## config.mk

```make
export PLATFORM = sky130hd
export DESIGN_NAME = pad_serial_reader
export DESIGN_NICKNAME = d
export VERILOG_FILES = /design/src/rtl/pad_serial_reader.sv
export SDC_FILE = /design/constraint.sdc
export NUM_CORES = 1
export LEC_CHECK = 0
export BUFFER_PORTS_ARGS = -buffer_cell sky130_fd_sc_hd__buf_2
export CORE_ASPECT_RATIO = 0.9
export CORE_MARGIN = 5
export CORE_UTILIZATION = 52
export CTS_BUF_LIST = sky130_fd_sc_hd__clkbuf_4 sky130_fd_sc_hd__clkbuf_8 sky130_fd_sc_hd__clkbuf_16
export DETAILED_ROUTE_END_ITERATION = 6
export PLACE_DENSITY_LB_ADDON = 0.05
export SKIP_LAST_GASP = 1
export SYNTH_ARGS = -nofsm -noshare
export SYNTH_HDL_FRONTEND = slang
export SYNTH_SLANG_ARGS = --single-unit
```

## constraint.sdc

```tcl
create_clock -name Clk -period 2.85 [get_ports Clk]
set_input_delay 0 -clock Clk [delete_from_list [all_inputs] [get_ports Clk]]
set_output_delay 0 -clock Clk [all_outputs]
set_load 0.01 [all_outputs]
```

## src/rtl/pad_serial_reader.sv

```systemverilog
// rtl/pad_serial_reader.sv - NES-style serial game pad poller with two-frame agreement filter
//
// Polls a parallel-load, active-low serial controller every frame, deserialises
// the 8 button bits and publishes them only when two consecutive frames agree.
//
// Ports:
//   Clk         in   system clock
//   Reset       in   synchronous, active-high reset
//   pad_data    in   serial data from controller, 0 = pressed
//   pad_latch   out  parallel-load strobe to controller
//   pad_clk     out  shift clock to controller
//   buttons     out  filtered buttons, 1 = pressed:
//                    [0]A [1]B [2]Select [3]Start [4]Up [5]Down [6]Left [7]Right
//   dpad_dir    out  00 up, 01 right, 10 down, 11 left (priority Up>Right>Down>Left)
//   dpad_active out  any D-pad bit set in buttons
//   fire_btn    out  buttons[0] (A)
//   new_sample  out  one-cycle pulse when the filtered outputs are updated

module pad_serial_reader #(
    parameter int CLK_DIV     = 4,
    parameter int POLL_PERIOD = 16
) (
    input  logic       Clk,
    input  logic       Reset,
    input  logic       pad_data,
    output logic       pad_latch,
    output logic       pad_clk,
    output logic [7:0] buttons,
    output logic [1:0] dpad_dir,
    output logic       dpad_active,
    output logic       fire_btn,
    output logic       new_sample
);

    // One counter serves every state; size it for the longest state.
    localparam int CNT_MAX = ((POLL_PERIOD > 2 * CLK_DIV) ? POLL_PERIOD : 2 * CLK_DIV) - 1;
    localparam int CNT_W   = (CNT_MAX > 0) ? $clog2(CNT_MAX + 1) : 1;

    localparam logic [CNT_W-1:0] IDLE_LAST  = CNT_W'(POLL_PERIOD - 1);
    localparam logic [CNT_W-1:0] LATCH_LAST = CNT_W'(2 * CLK_DIV - 1);
    localparam logic [CNT_W-1:0] TICK_LAST  = CNT_W'(CLK_DIV - 1);

    typedef enum logic [2:0] {
        S_IDLE,
        S_LATCH,
        S_SAMPLE,
        S_PULSE,
        S_DONE
    } state_t;

    state_t           state_q, state_d;
    logic [CNT_W-1:0] cnt_q, cnt_d;
    logic [2:0]       bit_idx_q, bit_idx_d;
    logic [7:0]       frame_q, frame_d;
    logic [7:0]       prev_frame_q;

    logic             pad_latch_q;
    logic             pad_clk_q;
    logic             done_q;
    logic [7:0]       buttons_q;
    logic [1:0]       dpad_dir_q;
    logic             dpad_active_q;
    logic             fire_btn_q;
    logic             new_sample_q;

    logic [1:0]       dir_d;
    logic             active_d;

    // ------------------------------------------------------------------
    // Sequencer
    // ------------------------------------------------------------------
    always_ff @(posedge Clk) begin
        if (Reset) begin
            state_q   <= S_IDLE;
            cnt_q     <= '0;
            bit_idx_q <= '0;
            frame_q   <= '0;
        end else begin
            state_q   <= state_d;
            cnt_q     <= cnt_d;
            bit_idx_q <= bit_idx_d;
            frame_q   <= frame_d;
        end
    end

    always_comb begin
        state_d   = state_q;
        cnt_d     = cnt_q + 1'b1;
        bit_idx_d = bit_idx_q;
        frame_d   = frame_q;

        unique case (state_q)
            S_IDLE: begin
                if (cnt_q == IDLE_LAST) begin
                    state_d = S_LATCH;
                    cnt_d   = '0;
                end
            end
            S_LATCH: begin
                if (cnt_q == LATCH_LAST) begin
                    state_d   = S_SAMPLE;
                    cnt_d     = '0;
                    bit_idx_d = '0;
                end
            end
            S_SAMPLE: begin
                if (cnt_q == TICK_LAST) begin
                    // Sampled one cycle before pad_clk rises, so the controller's
                    // shift never races the capture.
                    frame_d[bit_idx_q] = ~pad_data;
                    cnt_d              = '0;
                    state_d            = (bit_idx_q == 3'd7) ? S_DONE : S_PULSE;
                end
            end
            S_PULSE: begin
                if (cnt_q == TICK_LAST) begin
                    state_d   = S_SAMPLE;
                    cnt_d     = '0;
                    bit_idx_d = (bit_idx_q == 3'd7) ? 3'd7 : bit_idx_q + 3'd1;
                end
            end
            S_DONE: begin
                state_d = S_IDLE;
                cnt_d   = '0;
            end
            default: begin
                state_d = S_IDLE;
                cnt_d   = '0;
            end
        endcase
    end

    // ------------------------------------------------------------------
    // Direction encode, Up > Right > Down > Left
    // ------------------------------------------------------------------
    always_comb begin
        dir_d    = 2'b00;
        active_d = |frame_q[7:4];
        if (frame_q[4]) begin
            dir_d = 2'b00;
        end else if (frame_q[7]) begin
            dir_d = 2'b01;
        end else if (frame_q[5]) begin
            dir_d = 2'b10;
        end else if (frame_q[6]) begin
            dir_d = 2'b11;
        end
    end

    // ------------------------------------------------------------------
    // Output registers. Strobes are re-registered from the state so they
    // come straight off flops; the filter runs one cycle after DONE to keep
    // the published data aligned with the strobe timeline.
    // ------------------------------------------------------------------
    always_ff @(posedge Clk) begin
        if (Reset) begin
            pad_latch_q   <= 1'b0;
            pad_clk_q     <= 1'b0;
            done_q        <= 1'b0;
            prev_frame_q  <= '0;
            buttons_q     <= '0;
            dpad_dir_q    <= '0;
            dpad_active_q <= 1'b0;
            fire_btn_q    <= 1'b0;
            new_sample_q  <= 1'b0;
        end else begin
            pad_latch_q  <= (state_q == S_LATCH);
            pad_clk_q    <= (state_q == S_PULSE);
            done_q       <= (state_q == S_DONE);
            new_sample_q <= 1'b0;
            if (done_q) begin
                prev_frame_q <= frame_q;
                if (frame_q == prev_frame_q) begin
                    buttons_q     <= frame_q;
                    dpad_dir_q    <= dir_d;
                    dpad_active_q <= active_d;
                    fire_btn_q    <= frame_q[0];
                    new_sample_q  <= 1'b1;
                end
            end
        end
    end

    assign pad_latch   = pad_latch_q;
    assign pad_clk     = pad_clk_q;
    assign buttons     = buttons_q;
    assign dpad_dir    = dpad_dir_q;
    assign dpad_active = dpad_active_q;
    assign fire_btn    = fire_btn_q;
    assign new_sample  = new_sample_q;

endmodule

```

After elaboration in Yosys (flattened, before gate mapping). Index checks and enable logic that the tools add are counted.

Register bits after elaboration: 42. Output and inout bits: 15. Word-level logic and storage cells: 64.

Add/subtract/negate cells: 2. Order comparisons: 2. Eq/ne operators: 13. Mux-type cells: 22. Bitwise gates (word level): 2. Reduce and logical (&&, ||, !) cells: 10.

Operator list (number): 3-bit two-way mux (8); 4-bit two-way mux (3); 3-bit one-hot mux with 4 select lines (1); 4-bit one-hot mux with 3 select lines (1); 8-bit bitwise mux (1); 8-bit equality test (1); 2-bit two-way mux (4); 2-bit inequality test (second input constant) (4); 3-bit by 2-bit equality test with 1-bit output (second input constant) (2); 3-bit equality test (second input constant) (2); 3-bit one-hot mux with 2 select lines (1); 4-bit by 1-bit adder with 4-bit output (second input constant) (1); 4-bit by 2-bit equality test with 1-bit output (second input constant) (1); 4-bit by 3-bit equality test with 1-bit output (second input constant) (1); 4-bit equality test (second input constant) (1); 3-bit by 4-bit < comparator with 1-bit output (second input constant) (1); 2-bit AND reduction (2); 4-bit AND reduction (1); 2-bit OR reduction (2); 4-bit OR reduction (1); 3-bit by 1-bit adder with 3-bit output (second input constant) (1); 1-bit demux with 3-bit select (1); 3-bit by 1-bit equality test with 1-bit output (second input constant) (1); 3-bit by 1-bit >= comparator with 1-bit output (second input constant) (1); other kinds (6) (8).

Longest topological paths before layout. Gate-level depths: netlist (run 1).

Depth in word-level cells: 5. Mapped depth: 6.

Least setup slack after synthesis (run 1). Ideal clock, no wire load.

Path type: register -> register. Start: register cnt_q[0]. End: register frame_q[7]. Library setup time: 128 ps. Arrival time: 1600 ps. Slack: 1123 ps. Cell stages (with the launch flop): 7. Buffers on the path: 1. Cells stage by stage: dfxtp_1 > ha_1 > buf_2 > or4b_4 > nor4_2 > mux2i_1 > nor2_1.

Word-level cells in the longest chain between the ends: 2.

Ends and longest elaborated chain: start, declared (line 52) `logic [CNT_W-1:0] cnt_q, cnt_d;`; start signal, assigned (line 80) `cnt_q <= cnt_d;`; 4-bit by 2-bit equality test with 1-bit output (line 107) `if (cnt_q == TICK_LAST) begin`; 2-bit AND reduction (no source line); end signal, assigned (line 82) `frame_q <= frame_d;`; end, declared (line 54) `logic [7:0] frame_q, frame_d;`.

Every way passes these cells. A chain may end at the register's enable or synchronous reset.

Final worst setup path (run 1). Same ends and word-level chain as after synthesis.

==> results of run 1 <==
[kinds of logic after synthesis]
| family | count (synthesis) | share of synthesized area [%] |
|---|---|---|
| and+or+nand+nor | 79 | 23.5 |
| AOI/OAI and AO/OA | 41 | 14.2 |
| DFF | 41 | 42.1 |
| buffers and inverters | 29 | 6.80 |
| muxes | 14 | 7.18 |
| xor gates and xnor gates | 11 | 4.94 |
| adders and majority gates | 2 | 1.28 |
[worst reg2reg max path: stages (launching register included)]
cell and delay [ns]:
dfxtp_1 0.36, ha_1 0.33, or4b_4 0.53, nor4_2 0.26, mux2i_1 0.22, nor2_1 0.05
[final cells by class]
class / instances / share of cell area (%)
clock buffer: 7 / 4.29
inverter: 11 / 1.96
multi-input combinational: 147 / 47.4
sequential: 41 / 39.0
tap: 46 / 2.74
timing repair buffer: 18 / 4.52
[per-stage QoR]
step	util [%]	hold WS (ns)	worst slack, ns	instance area [sq um]	cells
2_1_floorplan	-	0.0956	1.12	1950	217
3_3_place_gp	54.4	0.213	1.03	2000	262
3_5_place_dp	54.4	0.219	0.978	2000	262
4_1_cts	57.1	0.188	0.968	2100	270
5_1_grt	57.1	0.220	0.805	2100	270
6_report	57.1	0.186	0.969	2100	270
[how the worst max path moves through the flow]
stage                  endpoint  cells past startpoint
global route        dpad_dir[0]                      3
CTS                  frame_q[7]                      5
floorplan            frame_q[7]                      6
detailed placement   frame_q[7]                      5
global placement     frame_q[7]                      5
finish               frame_q[7]                      5
[report_power, final]
part / internal, mW / leakage (nW) / switching [mW]
Clock: 0.202 / 0.0477 / 0.183
Combinational: 0.00906 / 0.365 / 0.0187
Sequential: 0.576 / 0.331 / 0.00445
[routing by layer]
metal	global-route usage [%]	share of wire [%]
met1	26.2	53
met4	4.00	0.75
met3	3.96	5.6
met5	0	0
met2	22.4	41
[state kept, by name, summed over array words and instances (netlist names)]
register	count
buttons	8
frame_q	8
prev_frame_q	8
cnt_q	4
bit_idx_q	3
state_q	3
dpad_dir	2
done_q	1
dpad_active	1
new_sample	1
pad_clk	1
pad_latch	1
[layout by cell type (no fill, tap or decap), types with 2 or more instances in the layout]
cell type / n
mux2i_1: 14
buf_2: 17
a211oi_1: 5
a21oi_1: 12
o211ai_1: 2
o21ai_0: 4
nor3_1: 2
ha_1: 2
o311ai_0: 2
nor2b_1: 5
nor2_1: 25
nand2b_1: 3
nand2_1: 10
nand3_1: 2
o31ai_1: 9
dfxtp_1: 41
clkbuf_8: 6
inv_1: 11
nand4b_1: 2
xnor2_1: 10
nand4_1: 15
==> results.ini, run 1 <==
[run_status]
outcome = complete, no violations

[logic_synthesis]
syn_inst = 217
async_reset_ff_share_pct = 0
synth_top_area_share_pct = 42.1
synth.area.top_cells = dfxtp_1 42%, mux2i_1 7.2%, nand4_1 4.8%
ys_warn_count = 0
ys_ff_latch = 41
synth_ff_type = dfxtp_1
avgSynthCellArea_sq_um = 8.99
syn_area_sq_mm = 0.00195
ys_top_cells_by_count = 41 x dfxtp_1, 25 x nor2_1, 15 x nand4_1, 14 x mux2i_1, 12 x a21oi_1
synth_edf_count = 0
yosys.area.top_type = dfxtp_1
ys_types = 46
ys_seq_area_share_pct = 42.1
synth_most_common_cell = dfxtp_1
syn_nets = 222

[placement]
hpwlAfterDp_mm = 2.76
place.gp.congestion = 0.827
numPortBuffers = 17

[floorplanning]
die_x_um = 74.6
core_sq_mm = 0.00368
ioPinCount = 18
rows = 21
initial_utilization_pct = 53.0
die_h_um = 68.1
die_area_sq_mm = 0.00508

[worst_setup_path]
cp.buffers_inverters = 0
cpMaxStageDelayCell = or4b_4
start_kind = register
crit_family = simple AND/OR/NAND/NOR gates
crit_path_max_fanout = 10
crit_type = register to register
path_cells = ha_1 > or4b_4 > nor4_2 > mux2i_1 > nor2_1
worstPathRequired_ns = 3.01
timing.rr.end = frame_q[7]
endpoint_kind = register
worstPathArrival_ns = 2.04
slowest_delay_ns = 0.53
rr_worst_depth = 5
regToRegSetupSlack_ns = 0.97
critPathLaunch = cnt_q[0]
r2r_start = cnt_q[0]

[power]
power_density_mw_per_mm2 = 473
p_total_mw = 0.993
ir_worst_vdd_mv = 0.358
cellLeakagePower_nw = 0.744

[detailed_routing]
drc = 0
first_iter_violations = 118
routed_via_density = 5.52
first_pass_iters = 4
via_count = 1490
wl_mm = 3.85
wl_per_cell_um = 14.2
antenna_left = 0

[layout]
final-seq-area_sq_um = 821
multiInputGateArea_sq_um = 997
fillers = 341
drive_above_1_share_pct = 12.9
areaGrowthSynthToFinish_pct = 7.76
diodes = 0
layout.nets = 229

[timing]
hold_viol_final = 0
final.min_clock_period_ns = 1.88
max_freq_mhz = 532
fin_crit_sh_pct = 66.0
slew_headroom_pct = 62.4
timing.setup.tns_ns = 0
setup_viol = 0
clock_skew_ns = 0.00595
rsz0062_at_grt = no
tightestPinTransition_ns = 0.564
maxSlewViolCount = 0

[grt]
grtUsageTotal_pct = 16.7
antenna_found_initial = 0
grt_pass1_wl_mm = 6.49
grt_max_degree = 33
first_global_vias = 1303
grt_overflow = 0

[clock_tree]
cts_sinks = 41
htree_levels = 2
cts.path.max_buffers = 2
cts_resized = 0
post_cts_buffers = 0
cts_buffers = 5
cts_root_buf = clkbuf_8
path_clk_slew_ns = 0.08
clock_latency_ns = 0.28
cts_tree = built
cts_hold_buffers = 1

[hold_path]
holdCritPathClass = input pin to register
hold_path.startpoint = Reset
hold_depth = 2
min_to = new_sample

[job]
cap_violations = 0

Note: power is estimated with default switching activity, not from simulation.
==> inputs of run 2 (changes only) <==
==> constraint.sdc (replaced) <==
create_clock -name Clk -period 1.7 [get_ports Clk]
set_input_delay 0 -clock Clk [delete_from_list [all_inputs] [get_ports Clk]]
set_output_delay 0 -clock Clk [all_outputs]
set_load 0.01 [all_outputs]
==> run 2 against run 1 <==
  * Global-route usage increased by 1.5 points
  * Critical path depth decreased by 1
  * Hold slack improved by 0.0034 ns
  * Largest power group unchanged
==> results.ini, run 2 (synthesized netlist as in run 1, its figures left out) <==
[run_status]
outcome = complete, no violations

[worst_setup_path]
slowest_delay_ns = 0.57
path_cells = nand2b_1 > o32a_1 > a311o_1 > a21boi_1
cp.buffers_inverters = 0
r2r_start = state_q[1]
timing.rr.end = state_q[0]
endpoint_kind = register
crit_cells = 4
crit_type = register to register
worstPathRequired_ns = 1.93
start_kind = register
worstSetupEndpoint = state_q[0]
regToRegSetupSlack_ns = 0.09
worstPathArrival_ns = 1.84
rr_worst_depth = 4
crit_family = compound AO/OA/AOI/OAI gates
critPathLaunch = state_q[1]
crit_path_max_fanout = 11
cpMaxStageDelayCell = dfxtp_1

[timing]
timing.setup.tns_ns = 0
clock_skew_ns = 0.00254
hold_viol_final = 0
setup_viol = 0
fin_hold_ws_ns = 0.189
max_freq_mhz = 623
final.min_clock_period_ns = 1.61
tightestPinTransition_ns = 0.577
finalWorstSetupSlack_ns = 0.0943
slew_headroom_pct = 61.5
maxSlewViolCount = 0
fin_crit_sh_pct = 94.5
rsz0062_at_grt = no

[clock_tree]
cts_root_buf = clkbuf_8
post_cts_buffers = 0
cts_tree = built
cts_sinks = 41
cts.path.max_buffers = 2
cts_buffers = 5
path_clk_slew_ns = 0.08
clock_latency_ns = 0.29
htree_levels = 2

[placement]
place.gp.congestion = 0.812
hpwlAfterDp_mm = 3.17
dp_slack_ns = 0.0308
numPortBuffers = 17

[detailed_routing]
drc = 0
wl_mm = 4.22
wl_per_cell_um = 14.6
antenna_left = 0
routed_via_density = 5.84
first_pass_iters = 5
first_iter_violations = 162
via_count = 1681

[floorplanning]
die_area_sq_mm = 0.00508
initial_utilization_pct = 53.0
core_sq_mm = 0.00368
die_x_um = 74.6
ioPinCount = 18
die_h_um = 68.1
rows = 21

[layout]
mostFrequentLayoutCells = 40 x dfxtp_1, 25 x nor2_1, 17 x buf_2, 17 x buf_4, 15 x nand4_1
drive_above_1_share_pct = 20.2
layout_commonest_cell = dfxtp_1
diodes = 0
layout.nets = 246
areaGrowthSynthToFinish_pct = 17.8

[grt]
first_global_vias = 1498
antenna_found_initial = 0
grtUsageTotal_pct = 18.1
busiest_layer = met2
use_met3_pct = 5.58
grt_pass1_wl_mm = 6.93
grt_overflow = 0
grt_max_degree = 33
use_met2_pct = 26.6
grt.met1_usage_pct = 24.7

[power]
cellLeakagePower_nw = 0.870
power_density_mw_per_mm2 = 845
seqPwrFrac_pct = 49.9
pwr-share-comb_pct = 3.1
internal-power_mw = 1.57
p_sw_share_pct = 19.2
switchingPower_mw = 0.372
clkPwrFrac_pct = 47.0
ir_worst_vdd_mv = 0.554

[hold_path]
holdCritPathClass = input pin to register

[job]
cap_violations = 0

==> run 2: cell count changes in the layout (fill, tap and decap cells not counted), sizes merged <==
| cell | change |
|---|---|
| clkbuf | -2 |
| buf | +17 |
| clkinv | +1 |
| bufinv | +2 |
==> run 2: worst min path at each step <==
stage	start	end	slack (ns)	cells after the start
final	Reset	frame_q[5]	0.19	2
after global routing	Reset	prev_frame_q[2]	0.21	2
after CTS	Reset	frame_q[5]	0.18	2
after detailed placement	pad_data	frame_q[3]	0.22	2
after global placement	pad_data	frame_q[3]	0.21	2
after floorplan	pad_data	frame_q[3]	0.1	1
==> run 2: final cells by class <==
type,instances,area [sq um]
clock inverters,3,65.1
repair buffers,35,223
flip-flops and latches,41,822
multi-input cells,147,1020
fillers,330,1380
clock buffers,5,68.8
well taps,46,57.6
inverters,11,41.3
==> run 2: metal layers <==
| metal | share of wire [%] | wire (um) | vias up |
|---|---|---|---|
| met5 | 0 | 0 | - |
| met2 | 44 | 1850 | 47 |
| met1 | 47 | 2000 | 799 |
| met3 | 6.8 | 289 | 9 |
| met4 | 1.8 | 78 | 0 |
| li1 | - | - | 826 |
==> run 2: worst register-to-register path, delay by kind of cell, from the launching register on <==
family / cells / cell delay [ns]
simple gates: 1 / 0.17
flops: 1 / 0.57
compound gates: 3 / 0.81
==> run 2: what timing repair did <==
action | CTS | global route
hold buffers | 1 | 0
gates resized for setup | 0 | 3
setup endpoints to repair | 0 | 8
endpoints found under the hold margin | 1 | 0
==> run 2: power by group through the flow <==
stage                     clock, mW  combinational, mW  sequential, mW
after floorplan                   0             0.0401           0.991
after global placement            0             0.0534           0.992
after detailed placement          0             0.0552           0.992
after CTS                     0.929             0.0571           0.969
after global routing          0.972             0.0650           0.971
final                         0.912             0.0594           0.969
==> run 2: stage by stage <==
step / power [mW] / cells / instance area [sq um] / util (%)
detailed placement: 1.05 / 279 / 2140 / 58.1
finish: 1.94 / 288 / 2300 / 62.4
global placement: 1.05 / 279 / 2140 / 58.1
floorplan: 1.03 / 217 / 1960 / -
global route: 2.01 / 288 / 2300 / 62.4
CTS: 1.96 / 288 / 2280 / 62.0
